**src/rtl/tick_scheduler.sv**
```systemverilog
// tick_scheduler: shared clk prescaler plus NCH periodic/one-shot
// channel timers that emit one-cycle fire enables off the base tick.
module tick_scheduler #(
  parameter int CLK_DIV = 50,
  parameter int NCH     = 4,
  parameter int PW      = 16
) (
  input  logic                 clk,
  input  logic                 rst,
  input  logic                 run,
  input  logic                 cfg_wr,
  input  logic [$clog2(NCH):0] cfg_ch,
  input  logic [PW-1:0]        cfg_period,
  input  logic                 cfg_oneshot,
  input  logic                 cfg_start,
  output logic                 base_tick,
  output logic [NCH-1:0]       ch_fire,
  output logic [NCH-1:0]       ch_active
);

  localparam int CW  = $clog2(NCH) + 1;
  localparam int PCW = $clog2(CLK_DIV);
  localparam logic [PCW-1:0] PRE_LAST = PCW'(CLK_DIV - 1);

  typedef enum logic {
    S_IDLE,
    S_ARMED
  } ch_state_t;

  logic [PCW-1:0] r_pre_cnt;
  logic           r_base_tick;
  logic           w_pre_wrap;
  logic           w_count;

  assign w_pre_wrap = (r_pre_cnt == PRE_LAST);
  assign w_count    = r_base_tick & run;
  assign base_tick  = r_base_tick;

  always_ff @(posedge clk or negedge rst) begin
    if (!rst) begin
      r_pre_cnt   <= '0;
      r_base_tick <= 1'b0;
    end else if (!run) begin
      r_pre_cnt   <= '0;
      r_base_tick <= 1'b0;
    end else begin
      r_base_tick <= w_pre_wrap;
      r_pre_cnt   <= w_pre_wrap ? '0 : r_pre_cnt + 1'b1;
    end
  end

  for (genvar g = 0; g < NCH; g++) begin : g_ch
    ch_state_t     r_state;
    ch_state_t     w_state_nxt;
    logic [PW-1:0] r_cnt;
    logic [PW-1:0] w_cnt_nxt;
    logic [PW-1:0] r_per;
    logic [PW-1:0] w_per_nxt;
    logic          r_os;
    logic          w_os_nxt;
    logic          r_fire;
    logic          w_fire_nxt;
    logic          w_wr;
    logic          w_step;

    // A config write to this channel pre-empts any tick in the same cycle.
    assign w_wr   = cfg_wr && (cfg_ch == CW'(g));
    assign w_step = w_count && (r_state == S_ARMED) && !w_wr;

    always_comb begin
      w_state_nxt = r_state;
      w_cnt_nxt   = r_cnt;
      w_per_nxt   = r_per;
      w_os_nxt    = r_os;
      w_fire_nxt  = 1'b0;
      unique case (1'b1)
        w_wr: begin
          w_per_nxt = cfg_period;
          w_os_nxt  = cfg_oneshot;
          if (cfg_start && (cfg_period != '0)) begin
            w_cnt_nxt   = cfg_period;
            w_state_nxt = S_ARMED;
          end else begin
            w_state_nxt = S_IDLE;
          end
        end
        w_step: begin
          if (r_cnt > PW'(1)) begin
            w_cnt_nxt = r_cnt - PW'(1);
          end else begin
            w_fire_nxt = 1'b1;
            if (r_os) begin
              w_state_nxt = S_IDLE;
            end else begin
              w_cnt_nxt = r_per;
            end
          end
        end
        default: begin
        end
      endcase
    end

    always_ff @(posedge clk or negedge rst) begin
      if (!rst) begin
        r_state <= S_IDLE;
        r_cnt   <= '0;
        r_per   <= '0;
        r_os    <= 1'b0;
        r_fire  <= 1'b0;
      end else begin
        r_state <= w_state_nxt;
        r_cnt   <= w_cnt_nxt;
        r_per   <= w_per_nxt;
        r_os    <= w_os_nxt;
        r_fire  <= w_fire_nxt;
      end
    end

    assign ch_fire[g]   = r_fire;
    assign ch_active[g] = (r_state == S_ARMED);
  end

endmodule
```
**config.mk**
```make
export PLATFORM = sky130hd
export DESIGN_NAME = tick_scheduler
export DESIGN_NICKNAME = d
export VERILOG_FILES = /design/src/rtl/tick_scheduler.sv
export SDC_FILE = /design/constraint.sdc
export NUM_CORES = 1
export LEC_CHECK = 0
export CORE_MARGIN = 2
export CORE_UTILIZATION = 51
export CTS_CLUSTER_SIZE = 30
export DETAILED_ROUTE_END_ITERATION = 10
export HOLD_SLACK_MARGIN = 0.12
export MAX_ROUTING_LAYER = met4
export PLACE_DENSITY = 0.71
export SETUP_SLACK_MARGIN = 0.05
export SKIP_CTS_REPAIR_TIMING = 1
export SYNTH_ARGS = -nofsm -noshare
export SYNTH_HDL_FRONTEND = slang
export SYNTH_SLANG_ARGS = --single-unit
```
**constraint.sdc**
```tcl
create_clock -name clk -period 2.2 [get_ports clk]
set_input_delay 0.44 -clock clk [delete_from_list [all_inputs] [get_ports clk]]
set_output_delay 0.44 -clock clk [all_outputs]
set_load 0.05 [all_outputs]
```
After elaboration in Yosys (flattened, before gate mapping)
Index checks and enable logic that the tools add are counted.
- register bits after elaboration: 147
- latch bits: 0
- RAM bits: 0
- ROM bits: 0
- memories kept: 0
- $add $sub $neg: 5
- $mul: 0
- divide/modulo/power cells: 0
- order comparisons: 4
- equality and inequality tests: 20
- shifts and indexed selects: 0
- multiplexer cells: 37
- bitwise operators: 1
- reduce and logical (&&, ||, !) cells: 31
- operators with widths (operator ; count):
    $mux W16 ; 9
    $pmux W16 S2 ; 4
    $gt A16 B1 Y1 const B ; 4
    $sub A16 B1 Y16 const B ; 4
    $reduce_and A3 Y1 ; 8
    $mux W1 ; 18
    $ne A2 B2 Y1 const B ; 8
    $reduce_bool A16 Y1 ; 1
    $logic_and A1 B1 Y1 ; 13
    $mux W6 ; 2
    $ne A3 B2 Y1 const B ; 4
    $ne A2 B1 Y1 const B ; 4
    $pmux W1 S2 ; 4
    $reduce_bool A2 Y1 ; 4
    $add A6 B1 Y6 const B ; 1
    $eq A3 B2 Y1 const B ; 2
    $eq A6 B6 Y1 const B ; 1
    $logic_not A1 Y1 ; 4
    $eq A3 B1 Y1 const B ; 1
    $logic_not A3 Y1 ; 1
    $and A1 B1 Y1 ; 1

Depth between registers and ports, before layout
Gate-level depths: netlist (run 1).
- depth in word-level cells: 6
- depth in mapped cells: 10
- mapped depth without buffers: 8

Worst setup path before layout (run 1)
No wires, ideal clock.
- kind: input -> register
- from: in cfg_period[3]
- to: reg g_ch[3].r_cnt[6]
- arrival: 2.369 ns
- setup slack: -0.294 ns
- cell stages on the path: 7
- cells stage by stage: buf_2 > or4_1 > o41ai_4 > nor2_1 > a21oi_1 > buf_2 > mux2_2
- word-level cells in the longest chain between the ends: 4
- RTL lines (element ; RTL line ; source):
    start, declared ; 13 ; input logic [PW-1:0] cfg_period,
    $reduce_bool A16 Y1 ; 80 ; if (cfg_start && (cfg_period != '0)) begin
    $logic_and A1 B1 Y1 ; 80 ;
    $ne A2 B1 Y1 (no line) ; n/a ;
    $reduce_and A3 Y1 (no line) ; n/a ;
    end signal, assigned ; 113 ; r_cnt <= w_cnt_nxt;
    end, declared ; 55 ; logic [PW-1:0] r_cnt;
Every way passes these cells.
A chain may end at the register's enable or synchronous reset.

Worst setup path in the final report (run 1)
- from: reg g_ch[1].r_cnt[14]
- to: reg g_ch[1].r_cnt[10]
- word-level cells in the longest chain between the ends: 3
- RTL lines (element ; RTL line ; source):
    start, declared ; 55 ;
    start signal, assigned ; 113 ;
    $gt A16 B1 Y1 * ; 88 ; if (r_cnt > PW'(1)) begin
    $ne A3 B2 Y1 (no line) or $mux W16 (tied branches) ; n/a ;
    $reduce_and A3 Y1 (no line) or $pmux W16 S2 (tied branches) ; n/a ;
Every way passes the cells marked *; elsewhere a longest branch is shown, timed or not.

==> results of run 1 <==
[state kept, by name, indices dropped and copies added, names as in the netlist]
| register | count |
|---|---|
| base_tick | 1 |
| g_ch.r_per | 64 |
| g_ch.r_state | 4 |
| g_ch.r_cnt | 64 |
| g_ch.r_os | 4 |
| g_ch.r_fire | 4 |
| r_pre_cnt | 6 |
[how the worst max path moves through the flow]
stage	cells past startpoint	startpoint	slack (ns)	to
final	9	g_ch[1].r_cnt[14]$_DFFE_PN0P_	-0.19	g_ch[1].r_cnt[10]$_DFFE_PN0P_
after global routing	9	g_ch[1].r_cnt[14]$_DFFE_PN0P_	-0.28	g_ch[1].r_cnt[10]$_DFFE_PN0P_
after CTS	10	g_ch[1].r_cnt[7]$_DFFE_PN0P_	-0.23	g_ch[1].r_cnt[2]$_DFFE_PN0P_
after detailed placement	9	cfg_period[5]	-0.65	g_ch[3].r_cnt[14]$_DFFE_PN0P_
after global placement	10	cfg_period[5]	-0.59	g_ch[0].r_cnt[14]$_DFFE_PN0P_
after floorplan	7	cfg_period[4]	-0.19	g_ch[3].r_cnt[6]$_DFFE_PN0P_
[kinds of logic (layout without fill, tap and decap cells)]
family	count (synthesis)	count (layout)	synth area share, %
compound gates	214	214	17.3
buf+inv	90	240	5.64
xor+xnor	26	26	2.76
fa+ha+maj	10	10	1.52
flops	147	147	44.6
simple gates	461	461	25.4
mux	21	21	2.82
[Yosys cell counts (all sizes together) (3+ instances only)]
cell type  count
inv           15
nand4          3
o32ai          3
nand2        221
a21o           3
o22a           3
nor2         114
or3            7
or4           14
nand3         22
a21oi         39
a31oi         20
buf           40
o21ai         47
o22ai          3
o31ai         19
and2           4
o211ai        27
or2            3
nand4b         3
nor3          19
xor2          14
nor2b          5
o21a           4
and3           9
clkbuf        33
ha            10
dfrtp        147
xnor2         12
nor3b          7
o2bb2ai        3
a211oi        28
nor4          22
mux2i          3
mux2          18
[power groups by stage]
stage               clock network [mW]  registers [mW]  logic (mW)
global route                      3.02            3.83        2.34
finish                            2.91            3.76        2.13
detailed placement                   0            3.73        1.86
floorplan                            0            3.64        1.19
global placement                     0            3.72        1.79
CTS                               2.91            3.69        1.87
[critical path, stage by stage (launching register included)]
cell,delay (ns)
dfrtp_1,0.39
or4_4,0.55
buf_6,0.14
nor4_4,0.24
buf_4,0.18
nand3_4,0.09
buf_6,0.14
a21boi_4,0.25
clkbuf_16,0.21
o32ai_2,0.09
[through the flow]
step	std cells	power (mW)	util, %
after floorplan	969	4.83	-
after global placement	1278	5.51	61.3
after detailed placement	1278	5.59	61.3
after CTS	1310	8.47	65.0
after global routing	1335	9.19	70.2
final	1335	8.80	70.2
[routing by layer]
| metal | GRT usage, % | share of wire, % | vias up |
|---|---|---|---|
| met4 | 9.66 | 2.5 | 0 |
| met5 | - | 0 | - |
| li1 | - | - | 3672 |
| met2 | 43.1 | 47 | 345 |
| met3 | 4.78 | 6.8 | 54 |
| met1 | 39.7 | 43 | 3920 |
[cell type report]
| type | instances | area, um^2 | share of cell area [%] |
|---|---|---|---|
| clock buffers | 18 | 439 | 3.96 |
| flip-flops and latches | 147 | 3680 | 33.1 |
| multi-input cells | 732 | 4650 | 41.9 |
| repair buffers | 192 | 1870 | 16.8 |
| inverters | 16 | 60.1 | 0.541 |
| well taps | 216 | 270 | 2.43 |
| clock inverters | 14 | 139 | 1.25 |
==> impl_results.md, run 1 <==
- FMAX: ~0.42 GHz
- Synth Area per Inst: approximately 8.5 um^2
- DR WL/cell: slightly below 20 um
- Failing checks: setup timing
- Core area: roughly 16,000 um^2
- Antenna cell count: 0
- Largest net degree at the start of global routing: 59
- Worst min-delay path category: in2reg
- GRT Overall Usage: between 20% and 30%
- Worst r2r dst: g_ch[1].r_cnt[10]$_DFFE_PN0P_
- Synth top area share: between 40 and 50%
- GRT overflow: 0
- Tightest Pin Transition: about 0.52 ns
- Slew Viols, Final: 0
- Register bit total from synthesis: 147
- Post-DP Area: approximately 9700 um^2
- Syn nets: roughly 1,000
- Post-Route WL: about 26,000 um
- Clock power frac: approximately a third
- Via count: about 8,000
- Switching Share: around 33%
- Tmin final: ~2.4 ns
- Skew final: between 0.005 and 0.006 ns
- Row count: 46
- Root Driver: clkbuf_16
- Worst Hold End: g_ch[1].r_per[3]$_DFFE_PN0P_
- Post-synth EDFFs: 0
- Outcome: finished, violations left
- VDD IR max: about 0.64 mV
- Critical path launch point type: flop
- Die height: between 100 and 150 um
- Hold Crit Depth: 4
- Vias per inst: about 6
- Data arrival time of the worst path: between 2 and 3 ns
- Vias in the first global route: between 7,000 and 8,000
- Leading area contributor after synthesis: dfrtp_1
- Post-route cell area: about 11,000 um^2
- Most frequent cells in the layout: nand2_1, dfrtp_1, buf_4
- Clk_lat worst skew: between 0.4 and 0.5 ns
- Final hold violations: 0
- First-pass GRT wire length: approximately 38,000 um
- Die X: about 130 um
- Flop2flop setup slack: -0.19 ns
- Worst-path clk slew: about 0.06 ns
- CTS Buf Count: 17
- Antenna-violating nets left: 0
- Final worst slack: -0.188 ns
- Relative slew slack: ~65%
- Worst hold start: cfg_period[3]
- Crit Path Class: reg2reg
- Reg power frac: between 40% and 50%
- Netlist cell types: 64
- Final setup TNS: -3.06 ns
- Num Clock Sinks: around 150
- Seq/Total Area, Yosys: between 40% and 50%
- Commonest non-fill, non-tap cell in the layout: nand2_1
- Initial DRC count: around 850
- Synth warn: 0
- Most used DFF post-synth: dfrtp_1
- CTS max path bufs: 2
- Unrepaired setup endpoints after global routing: true
- Area grow syn2layout: 34.5%
- Comb power frac: 24.2%
- Worst Reg-to-Reg Cells: 9
- Syn Inst Count: slightly below 1,000
- CTS tree: yes
- Dpl ws: -0.654 ns
- Max-Cap Viols: 0
- Pleak: approximately 5 nW
- Critical path required time: 2.51 ns
- H-tree levels: 4
- Initial Util: a little over half
- Critical path endpoint category: flop
- Crit Path Max Fanout: 6
- Dpl hpwl: approximately 16,000 um
- Post-synth ARST share: between 90% and 100%
- Top cells by area, synth: dfrtp_1, nand2_1, nor2_1
- First-pass DRT Iterations: 5
- Drc violations: 0
- Endpoints failing setup: 30
- Gpl congestion: about 0.89
- Internal: between 5 and 6 mW
- Port bufs: 33
- Io pins: 34
- Pwr Density: 793 nW/um^2
- Fillcell total: roughly 1,200
- Antenna violations before repair: 0
- Net Switching: 2.87 mW
- Mapped Area: a little over 8000 um^2
- Crit share post-route: 109%
- Hold Slack: about 0.47 ns
- Layout cells sized above 1: between 20 and 30%
- Worst r2r src: g_ch[1].r_cnt[14]$_DFFE_PN0P_
- Die area: 17,200 um^2
- Fin nets: ~1,100
No activity file was read; power rests on OpenSTA's default activity.
==> run 2: changes to the inputs <==
- CORE_UTILIZATION: 51 -> 40
- PLACE_DENSITY: 0.71 -> not set
==> run 2 against run 1 <==
Against the previous run:
- the flow still finishes with violations (setup timing)
- worst hold slack worse by 0.0058 ns
- critical endpoint is now g_ch[1].r_cnt[9]$_DFFE_PN0P_
- sequential power hardly changed
- critical path depth shrank 3
==> impl_results.md, run 2 (synthesized netlist as in run 1, its figures left out) <==
- Outcome: finished, violations left (unchanged)
- Failing checks: setup timing (unchanged)
- Pleak: 5.19 nW (was 5.05 nW)
- Crit Path Max Fanout: 3 (was 6)
- Antenna-violating nets left: 0 (unchanged)
- CTS tree: yes (unchanged)
- Worst Reg-to-Reg Cells: 6 (was 9)
- Clk_lat worst skew: 0.44 ns (was 0.43 ns)
- Tightest Pin Transition: 0.616 ns (was 0.524 ns)
- DR WL/cell: 19.0 um (was 19.4 um)
- Row count: 52 (was 46)
- Initial DRC count: 661 (was 854)
- Gpl congestion: 0.878 (was 0.886)
- Net Switching: 2.87 mW (about the same)
- Root Driver: clkbuf_16 (unchanged)
- Skew final: 0.0108 ns (was 0.00577 ns)
- GRT Overall Usage: 24.4% (was 28.6%)
- First-pass GRT wire length: 40,100 um (was 38,300 um)
- Unrepaired setup endpoints after global routing: true (unchanged)
- Clock power frac: 34.7% (was 33.0%)
- Largest net degree at the start of global routing: 43 (was 59)
- Num Clock Sinks: 147 (unchanged)
- Critical path launch point type: flop (unchanged)
- Worst r2r dst: g_ch[1].r_cnt[9]$_DFFE_PN0P_ (was g_ch[1].r_cnt[10]$_DFFE_PN0P_)
- Layout cells sized above 1: 30.1% (was 28.4%)
- Largest registers: g_ch.r_cnt (64), g_ch.r_per (64), r_pre_cnt (6) (unchanged)
- Hold Slack: 0.468 ns (was 0.473 ns)
- Port bufs: 33 (unchanged)
- Data arrival time of the worst path: 2.74 ns (was 2.70 ns)
- Worst-path clk slew: 0.07 ns (was 0.06 ns)
- Critical path endpoint category: flop (unchanged)
- Max-Cap Viols: 0 (unchanged)
- Fin nets: 1,152 (was 1,141)
- Crit-path max cell delay: 0.57 ns (was 0.55 ns)
- Crit Path Class: reg2reg (unchanged)
- Fillcell total: 1,749 (was 1,169)
- VDD IR max: 0.569 mV (was 0.637 mV)
- CTS max path bufs: 2 (unchanged)
- Cell Count, Final, Fillers Out: 1,400 (was 1,335)
- Die area: 21,800 um^2 (was 17,200 um^2)
- First-pass DRT Iterations: 5 (unchanged)
- Area grow syn2layout: 38.7% (was 34.5%)
- Vias in the first global route: 7,333 (was 7,521)
- Slew Viols, Final: 0 (unchanged)
- Pwr Density: 794 nW/um^2 (was 793 nW/um^2)
- Relative slew slack: 58.5% (was 64.9%)
- Commonest non-fill, non-tap cell in the layout: nand2_1 (unchanged)
- Comb power frac: 23.8% (was 24.2%)
- CP delay by family, top: simple AND/OR/NAND/NOR gates (unchanged)
- Dpl hpwl: 16,900 um (was 16,000 um)
- Worst path cell trace: or4_4, or4_4, or4_4, o21ai_2, a31oi_1, o22a_1 (was or4_4, buf_6, nor4_4, buf_4, nand3_4, buf_6, a21boi_4, clkbuf_16, o32ai_2)
- Most frequent CP cell: or4_4 (was buf_6)
- Die height: 148 um (was 131 um)
- GRT overflow: 0 (unchanged)
- DP Cell Count: 1,343 (was 1,278)
- Crit. path cell count: 6 (was 9)
- Post-Route WL: 26,500 um (was 25,800 um)
- Switching Share: 31.6% (was 32.6%)
- Internal: 6.22 mW (was 5.94 mW)
- Initial Util: 40.8% (was 52.2%)
- Drc violations: 0 (unchanged)
- Worst min-delay path category: in2async (was in2reg)
- CTS Buf Count: 17 (unchanged)
- Crit share post-route: 110% (was 109%)
- Worst path slowest cell: or4_4 (unchanged)
- Final hold violations: 0 (unchanged)
- Antenna violations before repair: 0 (unchanged)
- Critical path required time: 2.53 ns (was 2.51 ns)
- Via count: 7,927 (was 7,991)
- Reg power frac: 41.4% (was 42.8%)
- FMAX: 0.414 GHz (was 0.419 GHz)
- Vias per inst: 5.66 (was 5.99)
- Io pins: 34 (unchanged)
- Core area: 20,200 um^2 (was 15,800 um^2)
- Final worst slack: -0.216 ns (was -0.188 ns)
- Die X: 148 um (was 131 um)
- Flop2flop setup slack: -0.22 ns (was -0.19 ns)
- Post-layout power: 9.09 mW (was 8.80 mW)
- Tmin final: 2.42 ns (was 2.39 ns)
- WP buf/inv: 0 (was 4)
- Endpoints failing setup: 16 (was 30)
- Antenna cell count: 0 (unchanged)
- Worst r2r src: g_ch[1].r_cnt[14]$_DFFE_PN0P_ (unchanged)
- H-tree levels: 4 (unchanged)
- Most frequent cells in the layout: nand2_1, dfrtp_1, buf_4 (unchanged)
-- run 2: cell types whose count changed in the layout (fill, tap and decap cells not counted), moves of 4 or more --
cell      delta
buf_4        +8
o31ai_1      -7
nor2_1       -5
nor2_2       +5
o31ai_4      +5
a21oi_1      +4
a21oi_2      -4
clkinv_2     -4
o21ai_4      +4
-- run 2: worst max-delay path by stage --
stage	startpoint	endpoint	slack, ns
2_1_floorplan	cfg_period[4]	g_ch[3].r_cnt[6]$_DFFE_PN0P_	-0.19
3_3_place_gp	cfg_period[4]	g_ch[3].r_cnt[6]$_DFFE_PN0P_	-0.64
3_5_place_dp	cfg_period[4]	g_ch[1].r_cnt[15]$_DFFE_PN0P_	-0.67
4_1_cts	cfg_period[4]	g_ch[1].r_cnt[4]$_DFFE_PN0P_	-0.30
5_1_grt	g_ch[1].r_cnt[14]$_DFFE_PN0P_	g_ch[1].r_cnt[9]$_DFFE_PN0P_	-0.24
6_report	g_ch[1].r_cnt[14]$_DFFE_PN0P_	g_ch[1].r_cnt[9]$_DFFE_PN0P_	-0.22
-- run 2: layout make-up --
class	count	area [um^2]	share of cell area (%)
timing repair buffer	203	1990	17.4
clock inverter	12	179	1.56
multi-input combinational	732	4750	41.5
inverter	16	60.1	0.525
tap	270	338	2.95
clock buffer	20	447	3.90
sequential	147	3680	32.2
-- run 2: worst register-to-register path: cells and delay by family (launching register included) --
kind,cells,cell delay (ns)
AND/OR/NAND/NOR,3,1.53
flip-flops,1,0.41
AO/OA/AOI/OAI,3,0.36
-- run 2: metal layers --
layer | up-vias | global-route usage [%] | wire, um
met4 | 0 | 6.49 | 441
met3 | 35 | 4.38 | 1620
met5 | - | - | 0
met2 | 265 | 36.5 | 12300
met1 | 3916 | 34.4 | 12200
li1 | 3711 | - | -
-- run 2: power by group through the flow --
stage / sequential [mW] / combinational [mW] / clock (mW)
2_1_floorplan: 3.64 / 1.19 / 0
3_3_place_gp: 3.73 / 1.84 / 0
3_5_place_dp: 3.73 / 1.87 / 0
4_1_cts: 3.70 / 1.89 / 3.19
5_1_grt: 3.83 / 2.39 / 3.32
6_report: 3.77 / 2.17 / 3.16
-- run 2: through the flow --
stage / worst slack (ns) / area, um^2 / utilization, % / TNS, ns
after floorplan: -0.194 / 8410 / - / -4.22
after global placement: -0.639 / 9870 / 48.8 / -38.22
after detailed placement: -0.671 / 9870 / 48.8 / -40.69
after CTS: -0.297 / 10500 / 51.9 / -9.30
after global routing: -0.245 / 11400 / 56.6 / -3.54
final: -0.216 / 11400 / 56.6 / -1.28
